`src/rtl/hub75_pixel_driver_if.sv`:
```
// Bundle of the scan tuple, dual framebuffer read port and HUB75 panel
// drive signals around hub75_pixel_driver. The driver uses the slave
// modport; the surrounding scan/framebuffer/IO logic uses master.
interface hub75_pixel_driver_if #(
  parameter int CBITS = 5
);
  // scan tuple from the scan counter stage
  logic [5:0]         col;
  logic [5:0]         row_top;
  logic [5:0]         row_bottom;
  logic [CBITS-1:0]   pwm_level;
  // dual-read framebuffer port
  logic [11:0]        fb_addr_top;
  logic [11:0]        fb_addr_bot;
  logic [3*CBITS-1:0] fb_data_top;
  logic [3*CBITS-1:0] fb_data_bot;
  // panel side
  logic               r1;
  logic               g1;
  logic               b1;
  logic               r2;
  logic               g2;
  logic               b2;
  logic               panel_clk_en;
  logic               lat;
  logic               oe_n;
  logic [4:0]         addr_panel;
  logic               frame_done;

  modport master (
    output col, row_top, row_bottom, pwm_level, fb_data_top, fb_data_bot,
    input  fb_addr_top, fb_addr_bot, r1, g1, b1, r2, g2, b2,
           panel_clk_en, lat, oe_n, addr_panel, frame_done
  );

  modport slave (
    input  col, row_top, row_bottom, pwm_level, fb_data_top, fb_data_bot,
    output fb_addr_top, fb_addr_bot, r1, g1, b1, r2, g2, b2,
           panel_clk_en, lat, oe_n, addr_panel, frame_done
  );
endinterface

```
`src/rtl/hub75_pixel_driver.sv`:
```
// HUB75 pixel driver: turns the per-cycle scan tuple into framebuffer reads,
// PWM-compared colour bits, latch pulses, blanking and the panel row address.
// Three-stage pipeline: S1 address, S2 framebuffer data, S3 registered RGB.
// The latch fires one cycle after the last column leaves S3; blanking opens
// one cycle before the latch so the row switch happens with the panel dark.
module hub75_pixel_driver #(
  parameter int COLS      = 64,
  parameter int CBITS     = 5,
  parameter int BLANK_CYC = 4
) (
  input logic                 clk,
  input logic                 rst,
  hub75_pixel_driver_if.slave bus
);

  localparam logic [5:0]       LAST_COL   = 6'(COLS - 1);
  localparam logic [CBITS-1:0] MAX_LEVEL  = {CBITS{1'b1}};
  localparam int               CW         = $clog2(BLANK_CYC + 1);
  localparam logic [CW-1:0]    BLANK_LOAD = CW'(BLANK_CYC);
  localparam logic [CW-1:0]    CNT_ONE    = CW'(1);
  localparam logic [CW-1:0]    CNT_ZERO   = CW'(0);

  // strict greater-than: value 0 never lights, full scale never at top level
  function automatic logic lit(input logic [CBITS-1:0] value,
                               input logic [CBITS-1:0] level);
    return (value > level);
  endfunction

  logic             s1_valid;
  logic [5:0]       s1_col;
  logic [4:0]       s1_row;
  logic [CBITS-1:0] s1_level;
  logic             s2_valid;
  logic [5:0]       s2_col;
  logic [4:0]       s2_row;
  logic [CBITS-1:0] s2_level;
  logic             s3_valid;
  logic [5:0]       s3_col;
  logic [4:0]       s3_row;
  logic [CBITS-1:0] s3_level;
  logic [CW-1:0]    blank_cnt;

  // S1: issue both framebuffer reads and carry the tuple alongside
  always_ff @(posedge clk) begin
    if (rst) begin
      s1_valid        <= 1'b0;
      s1_col          <= 6'd0;
      s1_row          <= 5'd0;
      s1_level        <= '0;
      bus.fb_addr_top <= 12'd0;
      bus.fb_addr_bot <= 12'd0;
    end else begin
      s1_valid        <= 1'b1;
      s1_col          <= bus.col;
      s1_row          <= bus.row_top[4:0];
      s1_level        <= bus.pwm_level;
      bus.fb_addr_top <= {bus.row_top, bus.col};
      bus.fb_addr_bot <= {bus.row_bottom, bus.col};
    end
  end

  // S2: tuple waits one cycle for the framebuffer read data
  always_ff @(posedge clk) begin
    if (rst) begin
      s2_valid <= 1'b0;
      s2_col   <= 6'd0;
      s2_row   <= 5'd0;
      s2_level <= '0;
    end else begin
      s2_valid <= s1_valid;
      s2_col   <= s1_col;
      s2_row   <= s1_row;
      s2_level <= s1_level;
    end
  end

  // S3: PWM compare of all six channels; RGB forced low without a valid column
  always_ff @(posedge clk) begin
    if (rst) begin
      bus.r1           <= 1'b0;
      bus.g1           <= 1'b0;
      bus.b1           <= 1'b0;
      bus.r2           <= 1'b0;
      bus.g2           <= 1'b0;
      bus.b2           <= 1'b0;
      bus.panel_clk_en <= 1'b0;
    end else if (s2_valid) begin
      bus.r1           <= lit(bus.fb_data_top[3*CBITS-1:2*CBITS], s2_level);
      bus.g1           <= lit(bus.fb_data_top[2*CBITS-1:CBITS],   s2_level);
      bus.b1           <= lit(bus.fb_data_top[CBITS-1:0],         s2_level);
      bus.r2           <= lit(bus.fb_data_bot[3*CBITS-1:2*CBITS], s2_level);
      bus.g2           <= lit(bus.fb_data_bot[2*CBITS-1:CBITS],   s2_level);
      bus.b2           <= lit(bus.fb_data_bot[CBITS-1:0],         s2_level);
      bus.panel_clk_en <= 1'b1;
    end else begin
      bus.r1           <= 1'b0;
      bus.g1           <= 1'b0;
      bus.b1           <= 1'b0;
      bus.r2           <= 1'b0;
      bus.g2           <= 1'b0;
      bus.b2           <= 1'b0;
      bus.panel_clk_en <= 1'b0;
    end
  end

  // S3 tuple bookkeeping for the latch decision
  always_ff @(posedge clk) begin
    if (rst) begin
      s3_valid <= 1'b0;
      s3_col   <= 6'd0;
      s3_row   <= 5'd0;
      s3_level <= '0;
    end else begin
      s3_valid <= s2_valid;
      s3_col   <= s2_col;
      s3_row   <= s2_row;
      s3_level <= s2_level;
    end
  end

  // latch the shifted row, update the panel address and flag end of frame
  always_ff @(posedge clk) begin
    if (rst) begin
      bus.lat        <= 1'b0;
      bus.addr_panel <= 5'd0;
      bus.frame_done <= 1'b0;
    end else if (s3_valid && (s3_col == LAST_COL)) begin
      bus.lat        <= 1'b1;
      bus.addr_panel <= s3_row;
      bus.frame_done <= (s3_row == 5'd31) && (s3_level == MAX_LEVEL);
    end else begin
      bus.lat        <= 1'b0;
      bus.frame_done <= 1'b0;
    end
  end

  // blanking window: loaded one cycle ahead of the latch, oe_n held high
  // for BLANK_CYC cycles; after reset oe_n stays high until a window ends
  always_ff @(posedge clk) begin
    if (rst) begin
      blank_cnt <= CNT_ZERO;
      bus.oe_n  <= 1'b1;
    end else if (s2_valid && (s2_col == LAST_COL)) begin
      blank_cnt <= BLANK_LOAD;
      bus.oe_n  <= 1'b1;
    end else if (blank_cnt > CNT_ONE) begin
      blank_cnt <= blank_cnt - CNT_ONE;
      bus.oe_n  <= 1'b1;
    end else if (blank_cnt == CNT_ONE) begin
      blank_cnt <= CNT_ZERO;
      bus.oe_n  <= 1'b0;
    end else begin
      blank_cnt <= CNT_ZERO;
      bus.oe_n  <= bus.oe_n;
    end
  end

endmodule

```
`src/flat_wrapper.sv`:
```
// flat-port wrapper written by rule: the top's interface ports become plain ports
module hub75_pixel_driver_flat 
#(
  parameter int COLS      = 64,
  parameter int CBITS     = 5,
  parameter int BLANK_CYC = 4
)
  (clk, rst, bus_col, bus_row_top, bus_row_bottom, bus_pwm_level, bus_fb_data_top, bus_fb_data_bot, bus_fb_addr_top, bus_fb_addr_bot, bus_r1, bus_g1, bus_b1, bus_r2, bus_g2, bus_b2, bus_panel_clk_en, bus_lat, bus_oe_n, bus_addr_panel, bus_frame_done);
  hub75_pixel_driver_if #(.CBITS(CBITS)) bus_i ();
  input logic clk;
  input logic rst;
  input wire logic [$bits(bus_i.col)-1:0] bus_col;
  input wire logic [$bits(bus_i.row_top)-1:0] bus_row_top;
  input wire logic [$bits(bus_i.row_bottom)-1:0] bus_row_bottom;
  input wire logic [$bits(bus_i.pwm_level)-1:0] bus_pwm_level;
  input wire logic [$bits(bus_i.fb_data_top)-1:0] bus_fb_data_top;
  input wire logic [$bits(bus_i.fb_data_bot)-1:0] bus_fb_data_bot;
  output wire logic [$bits(bus_i.fb_addr_top)-1:0] bus_fb_addr_top;
  output wire logic [$bits(bus_i.fb_addr_bot)-1:0] bus_fb_addr_bot;
  output wire logic [$bits(bus_i.r1)-1:0] bus_r1;
  output wire logic [$bits(bus_i.g1)-1:0] bus_g1;
  output wire logic [$bits(bus_i.b1)-1:0] bus_b1;
  output wire logic [$bits(bus_i.r2)-1:0] bus_r2;
  output wire logic [$bits(bus_i.g2)-1:0] bus_g2;
  output wire logic [$bits(bus_i.b2)-1:0] bus_b2;
  output wire logic [$bits(bus_i.panel_clk_en)-1:0] bus_panel_clk_en;
  output wire logic [$bits(bus_i.lat)-1:0] bus_lat;
  output wire logic [$bits(bus_i.oe_n)-1:0] bus_oe_n;
  output wire logic [$bits(bus_i.addr_panel)-1:0] bus_addr_panel;
  output wire logic [$bits(bus_i.frame_done)-1:0] bus_frame_done;
  assign bus_i.col = bus_col;
  assign bus_i.row_top = bus_row_top;
  assign bus_i.row_bottom = bus_row_bottom;
  assign bus_i.pwm_level = bus_pwm_level;
  assign bus_i.fb_data_top = bus_fb_data_top;
  assign bus_i.fb_data_bot = bus_fb_data_bot;
  assign bus_fb_addr_top = bus_i.fb_addr_top;
  assign bus_fb_addr_bot = bus_i.fb_addr_bot;
  assign bus_r1 = bus_i.r1;
  assign bus_g1 = bus_i.g1;
  assign bus_b1 = bus_i.b1;
  assign bus_r2 = bus_i.r2;
  assign bus_g2 = bus_i.g2;
  assign bus_b2 = bus_i.b2;
  assign bus_panel_clk_en = bus_i.panel_clk_en;
  assign bus_lat = bus_i.lat;
  assign bus_oe_n = bus_i.oe_n;
  assign bus_addr_panel = bus_i.addr_panel;
  assign bus_frame_done = bus_i.frame_done;
  hub75_pixel_driver #(.COLS(COLS), .CBITS(CBITS), .BLANK_CYC(BLANK_CYC)) u_core (.clk(clk), .rst(rst), .bus(bus_i));
endmodule
```
`config.mk`:
```
export PLATFORM = sky130hd
export DESIGN_NAME = hub75_pixel_driver_flat
export DESIGN_NICKNAME = d
export VERILOG_FILES = /design/src/rtl/hub75_pixel_driver_if.sv /design/src/rtl/hub75_pixel_driver.sv /design/src/flat_wrapper.sv
export SDC_FILE = /design/constraint.sdc
export NUM_CORES = 1
export LEC_CHECK = 0
export CAP_MARGIN = 20
export CORE_MARGIN = 2
export CORE_UTILIZATION = 46
export DETAILED_ROUTE_END_ITERATION = 6
export PLACE_DENSITY = 0.82
export SYNTH_ARGS = -nofsm -noshare
export SYNTH_HDL_FRONTEND = slang
export SYNTH_SLANG_ARGS = --single-unit
```
`constraint.sdc`:
```
create_clock -name clk -period 1.37 [get_ports clk]
set_input_delay 0.274 -clock clk [delete_from_list [all_inputs] [get_ports clk]]
set_output_delay 0.274 -clock clk [all_outputs]
set_load 0.005 [all_outputs]
```
== Yosys cells after proc, flatten, opt, wreduce, memory -nomap -nowiden ==
Cells that the tools add are included.

* Add/subtract/negate cells: 1
* Magnitude comparators: 7
* Equality and inequality tests: 5
* Multiplexer cells: 5
* Bitwise logic cells: 3
* Reduce and logical (&&, ||, !) cells: 7

{| class="wikitable"
|+ Operators by type and width
! cell !! number
|-
| 5-bit greater-than comparator || 6
|-
| 6-bit == test (second input constant) || 2
|-
| 5-bit == test (second input constant) || 2
|-
| 3-bit two-way mux || 2
|-
| 3-bit OR reduction || 2
|-
| 2-bit OR reduction || 2
|-
| 3-bit by 1-bit == test with 1-bit output (second input constant) || 1
|-
| 3-bit by 1-bit greater-than comparator with 1-bit output (second input constant) || 1
|-
| 1-bit logical AND || 3
|-
| 1-bit two-way mux || 3
|-
| 1-bit inverter || 3
|-
| 3-bit by 1-bit subtractor with 3-bit output (second input constant) || 1
|}

* Register bits after elaboration: 93
* Input bits: 55
* Logic and storage cells: 55

== Logic depth before layout (Yosys ltp) ==
Gate-level depths: netlist of the first run.

* Depth in word-level cells: 4
* Depth in mapped cells: 5

== Worst setup path before layout of the first run ==
Ideal clock, no wire load.

* Path kind: flip-flop to flip-flop
* From: register u_core.s2_level[4]
* To: register u_core.bus.b1
* Setup time: 0.058 ns
* Arrival: 1.117 ns
* Data required time: 1.312 ns
* Slack: 0.195 ns
* Cell stages (with the launch flop): 6
* Clock period less this slack: 1.175 ns
* Cells stage by stage: dfxtp_1 > inv_1 > ha_1 > nand4_1 > o221ai_1 > o211a_1

* Cells in the longest elaborated chain, start to end: 1

{| class="wikitable"
|+ RTL lines
! what !! line !! text
|-
| start, declared || hub75_pixel_driver.sv:36 || <nowiki>logic [CBITS-1:0] s2_level;</nowiki>
|-
| start signal, assigned || hub75_pixel_driver.sv:73 || <nowiki>s2_level <= s1_level;</nowiki>
|-
| 5-bit greater-than comparator || hub75_pixel_driver.sv:26 || <nowiki>return (value > level);</nowiki>
|-
| end signal, assigned || hub75_pixel_driver.sv:90 || <nowiki>bus.b1 <= lit(bus.fb_data_top[CBITS-1:0], s2_level);</nowiki>
|-
| end, declared || hub75_pixel_driver_if.sv:38 || <nowiki>output fb_addr_top, fb_addr_bot, r1, g1, b1, r2, g2, b2,</nowiki>
|}

Every way passes these cells.
A chain may end at the register's enable or synchronous reset.

== Worst setup path after layout of the first run ==
* From: register u_core.s2_level[2]
* To: register u_core.bus.r2

* Cells in the longest elaborated chain, start to end: 1

{| class="wikitable"
|+ RTL lines
! what !! line !! text
|-
| 5-bit greater-than comparator || hub75_pixel_driver.sv:26 ||
|-
| end signal, assigned || hub75_pixel_driver.sv:91 || <nowiki>bus.r2 <= lit(bus.fb_data_bot[3*CBITS-1:2*CBITS], s2_level);</nowiki>
|-
| end, declared || hub75_pixel_driver_if.sv:38 ||
|}

Every way passes these cells.

==> metrics.txt, run 1 <==
relative slew slack 0.768; Area growth syn-to-layout 46.3%; Yosys reg bits 75; CP max stage cell dfxtp_1; critical-path cell list inv_4, ha_1, a21oi_1, o221ai_2, o211a_1; routed vias 2173; fin worst setup slack 0.0393 ns; Fin Setup TNS 0 ns; most common cell after layout, fill and taps aside dfxtp_1; number of setup violations in the final report 0; number of synthesized flops with an enable pin 0; Worst Setup Start Kind register; Largest delay share family, worst path compound AO/OA/AOI/OAI gates; Clock Pin Slew Worst Setup and Hold Paths 0.08 ns; Mean Syn Cell Area 10.6 sq um; DP Worst Slack -0.221 ns; unrepaired setup endpoints after global routing yes; Vias/cell just under 5; Overflow after GRT 0; CP Buf/Inv Count 1; Hold Path Class primary input to register; Static Leak about 1.9 nW; Port Buf Inserts between 90 and 100; maximum vdd drop slightly above 0.001 V; drt first-iter violations 56; post-synthesis sequential area ratio 0.518; CP max stage delay 0.37 ns; Die X-Extent 83.4 microns; Synth Warn # 0; die height 83.4 microns; diode count 0; All-Layer GR Usage 0.176; fraction of layout cells with a size suffix above 1 0.143; Worst-Margin Slew approximately 0.35 ns; initial antenna violation count 0; hold buffers post-CTS 0; Gate Count Post-Synth 272; Routed WL 5830 microns; DR WL/cell 13.1 microns; max-slew violation count 0; CP Max Fanout 7; RePlAce Congestion 0.771; CTS root buffer clkbuf_8; CTS tree built; Num CTS Buffers 9; synth unique cells 26; Max clock buf depth 2; post-synth net total about 360; vias in the first global route between 2k and 2.5k; most frequent cells in the layout dfxtp_1 (65), clkdlybuf4s50_1 (53), nor2b_1 (52); CP Class register to register; length of the first detailed-routing pass in iterations 6; die area 6950 sq um; Synth async-reset ratio 0; detailed placer's ending HPWL around 4200 microns; status finished, final reports clean; starting density of the core 0.484; clock sinks 75; Final ANT Viol Nets 0; final hold vios 0; min Tclk post-route ~1.3 ns; fmax approximately 750 MHz; Crit. End Element register; Core Util, Final 0.707; synthesized area 2900 sq um; fin crit share 0.971; CP arrival 1.56 ns; Req. time, crit path 1.60 ns; H-tree levels 3; first-pass GRT wire length 9820 microns; max-cap viol count 0; worst skew pair latency roughly 0.33 ns; CORE AREA 5990 sq um; nets 453; main flop type after synthesis dfxtp_1; hold_ws between 0.3 and 0.4 ns; num ports 94; Post-route DRC 0; row cnt 28; largest net degree at the start of global routing 44; Layout Skew 0.00403 ns; pwr dens 1240 nW/um^2
[worst paths after layout]
| check | start | to | slack (ns) | cells past startpoint |
|---|---|---|---|---|
| worst min register to register | u_core.s1_level[2] | u_core.s2_level[2] | 0.44 | 1 |
| worst max-delay path | u_core.s2_level[2] | u_core.bus.r2 | 0.04 | 5 |
| worst min-delay path | rst | u_core.s1_valid | 0.36 | 3 |
| worst max register to register | u_core.s2_level[2] | u_core.bus.r2 | 0.04 | 5 |
[cells by family after synthesis]
| family | count (synthesis) | synth area share |
|---|---|---|
| and+or+nand+nor | 92 | 0.196 |
| buffers and inverters | 36 | 0.0618 |
| DFF | 75 | 0.518 |
| AOI/OAI and AO/OA | 37 | 0.0855 |
| adders and majority gates | 32 | 0.138 |
[state kept, by name (all words and copies together), names as in the netlist, 3 cells and up]
name / cells
u_core.blank_cnt: 3
u_core.bus.addr_panel: 5
u_core.bus.fb_addr_bot: 6
u_core.bus.fb_addr_top: 12
u_core.s1_level: 5
u_core.s2_col: 6
u_core.s2_level: 5
u_core.s2_row: 5
u_core.s3_col: 6
u_core.s3_level: 5
u_core.s3_row: 5
[per-stage QoR]
stage / cells / total power [mW] / cell area, sq um
floorplan: 272 / 2.71 / 2900
global placement: 429 / 3.02 / 3860
detailed placement: 429 / 3.05 / 3860
CTS: 446 / 5.24 / 4130
global route: 446 / 5.49 / 4240
finish: 446 / 5.24 / 4240
[layer usage]
layer / part of all wire / global-route usage
met3: 0.080 / 0.0785
met1: 0.43 / 0.198
met5: 0 / 0
met4: 0.011 / 0.0611
met2: 0.48 / 0.295
[worst min-delay path, stage by stage]
cell and delay (ns):
buf_2 0.13, buf_12 0.17, inv_1 0.08
[cells in the mapped netlist (5+ instances only)]
library cell  count  area [sq um]
dfxtp_1          75          1500
nor2b_1          52           325
ha_1             32           400
inv_1            21          78.8
a21oi_1          17          85.1
nand4_1           9          56.3
nand3_1           7          35.0
buf_4             6          45.0
nand2_1           6          22.5
nor2_1            6          22.5
o211a_1           6          60.1
o221ai_1          6          52.6
buf_2             5          25.0
o21ai_0           5          25.0
[power by group]
| group | switching, mW | internal (mW) |
|---|---|---|
| Clock | 0.781 | 1.45 |
| Combinational | 0.269 | 0.390 |
| Sequential | 0.0542 | 2.30 |
[layout make-up]
class | instances | area, sq um
clock buffers | 10 | 138
clock inverters | 6 | 136
fillers | 430 | 1750
inverters | 21 | 81.3
multi-input cells | 161 | 1340
flip-flops and latches | 75 | 1510
well taps | 75 | 93.8
repair buffers | 98 | 931
[repair_timing]
action | CTS | global route
buffers inserted | 1 | 0
endpoints found under the hold margin | 0 | 0
pin swaps | 2 | 10
endpoints found under the setup margin | 44 | 6
gates resized for setup | 53 | 16
Note: power is estimated with default switching activity, not from simulation.
==> run 2, diff against run 1 <==
--- a/config.mk
+++ b/config.mk
@@ -10,6 +10,7 @@
 export CORE_UTILIZATION = 46
 export DETAILED_ROUTE_END_ITERATION = 6
 export PLACE_DENSITY = 0.82
+export REMOVE_ABC_BUFFERS = 1
 export SYNTH_ARGS = -nofsm -noshare
 export SYNTH_HDL_FRONTEND = slang
 export SYNTH_SLANG_ARGS = --single-unit
==> metrics.txt, run 2 (synthesized netlist as in run 1, its figures left out) <==
Hold Crit Start rst; pwr dens 1150 nW/um^2; length of the first detailed-routing pass in iterations 4; num ports between 90 and 100; Area growth syn-to-layout 43.9%; clock sinks 75; starting density of the core 0.484; max-slew violation count 0; die area 6950 sq um; Final ANT Viol Nets 0; hold buffers post-CTS 0; FF/Latch Area ~1500 sq um; Vias/cell 4.84; most frequent cells in the layout dfxtp_1 (64), clkdlybuf4s50_1 (53), nor2b_1 (52); RePlAce Congestion 0.786; maximum vdd drop 0.00129 V; FILL cells 447; most common cell after layout, fill and taps aside dfxtp_1; Port Buf Inserts 93; Num CTS Buffers 9; Clock Pin Slew Worst Setup and Hold Paths 0.07 ns; diode count 0; detailed placer's ending HPWL around 4100 microns; CP Buf/Inv Count 2; worst hold stages 3; routed vias 2145; DR WL/cell ~13 microns; RR Endpoint u_core.bus.b1; CP arrival 1.58 ns; CP Max Fanout 4; Crit. End Element register; DP Worst Slack -0.236 ns; CP max stage delay 0.32 ns; Post-DP Area around 3900 sq um; Post-route DRC 0; H-tree levels 3; final hold vios 0; row cnt 28; fraction of layout cells with a size suffix above 1 0.136; All-Layer GR Usage 0.171; Die X-Extent 83.4 microns; status finished, final reports clean; Worst Setup Start Kind register; design area about 4200 sq um; Routed WL between 5000 and 6000 microns; number of setup violations in the final report 0; Layout Skew 0.00709 ns; CTS root buffer clkbuf_8; Layout Cells excl Fill 443; unrepaired setup endpoints after global routing yes; Hold Path Class primary input to register; Largest delay share family, worst path compound AO/OA/AOI/OAI gates; Largest register FFs 12; Worst-Margin Slew 0.367 ns; footprint of the multi-input gates 1350 sq um; dpl cells approximately 430; fin crit share 0.945; Static Leak approximately 1.9 nW; Overflow after GRT 0; fmax 773 MHz; drt first-iter violations 39; CP Class register to register; max-cap viol count 0; first-pass GRT wire length 9440 microns; CP max stage cell dfxtp_2; Max clock buf depth 2; fin worst setup slack 0.0757 ns; r2r setup slk 0.08 ns; worst r2r src u_core.s2_level[4]; reg2reg path depth 6; critical-path cell list inv_2, buf_6, ha_4, nand4_1, o221ai_2, o211a_1; largest net degree at the start of global routing between 60 and 70; Post-CTS Setup Repair Bufs 0; die height 83.4 microns; initial antenna violation count 0; CORE AREA 5990 sq um; nets 451; Req. time, crit path 1.65 ns; WHS Endpoint u_core.s1_valid; min Tclk post-route 1.29 ns; worst skew pair latency 0.33 ns; relative slew slack 0.755; Reg with most FFs u_core.bus.fb_addr_top; hold_ws 0.373 ns; CTS tree built; vias in the first global route around 2.2k
## run 2: report_power, final
group	total (mW)	leakage, nW	switching [mW]	internal, mW
clock network	1.79	0.108	0.736	1.06
logic	0.651	1.14	0.265	0.386
registers	2.36	0.620	0.0559	2.30
## run 2: worst max-delay path by stage
stage	from	end	slack (ns)	depth (start not counted)
after floorplan	u_core.s2_level[4]	u_core.bus.b1	0.19	5
after global placement	bus_fb_data_bot[7]	u_core.bus.g2	-0.15	5
after detailed placement	bus_fb_data_top[4]	u_core.bus.b1	-0.24	5
after CTS	u_core.s2_level[4]	u_core.bus.b1	0.002	6
after global routing	u_core.s2_level[4]	u_core.bus.g2	-0.008	6
final	u_core.s2_level[4]	u_core.bus.b1	0.08	6
## run 2: routing by layer
layer / track usage / wire, microns
met1: 0.193 / 2480
met3: 0.0626 / 374
met4: 0.0745 / 126
met2: 0.287 / 2800
met5: 0 / 0
## run 2: repair_timing
action                                 4_1_cts  5_1_grt
pin swaps                                    1       13
setup endpoints to repair                   42        6
gates resized for setup                     49       21
endpoints found under the hold margin        0        0
## run 2: worst min-delay path, stage by stage
cell and delay [ns]:
buf_2 0.12, buf_12 0.18, inv_1 0.10
## run 2: layout make-up
class                   count  share of cell area
clock buffers              10              0.0330
clock inverters             5              0.0186
inverters                  21              0.0201
multi-input cells         161               0.323
flip-flops and latches     75               0.363
well taps                  75              0.0225
repair buffers             96               0.220
## run 2: metrics by stage
| step | TNS (ns) | util | total power, mW |
|---|---|---|---|
| finish | 0 | 0.696 | 4.80 |
| floorplan | 0 | - | 2.67 |
| global placement | -0.826 | 0.643 | 3.02 |
| global route | -0.00840 | 0.696 | 5.06 |
| detailed placement | -1.11 | 0.643 | 3.04 |
| CTS | 0 | 0.673 | 4.79 |
==> run 3, diff against run 2 <==
--- a/config.mk
+++ b/config.mk
@@ -5,7 +5,8 @@
 export SDC_FILE = /design/constraint.sdc
 export NUM_CORES = 1
 export LEC_CHECK = 0
-export CAP_MARGIN = 20
+export ABC_CLOCK_PERIOD_IN_PS = 1370
+export CAP_MARGIN = 10
 export CORE_MARGIN = 2
 export CORE_UTILIZATION = 46
 export DETAILED_ROUTE_END_ITERATION = 6
==> results of run 3 <==
No change in the layout: final DEF, timing and power equal those of run 2.
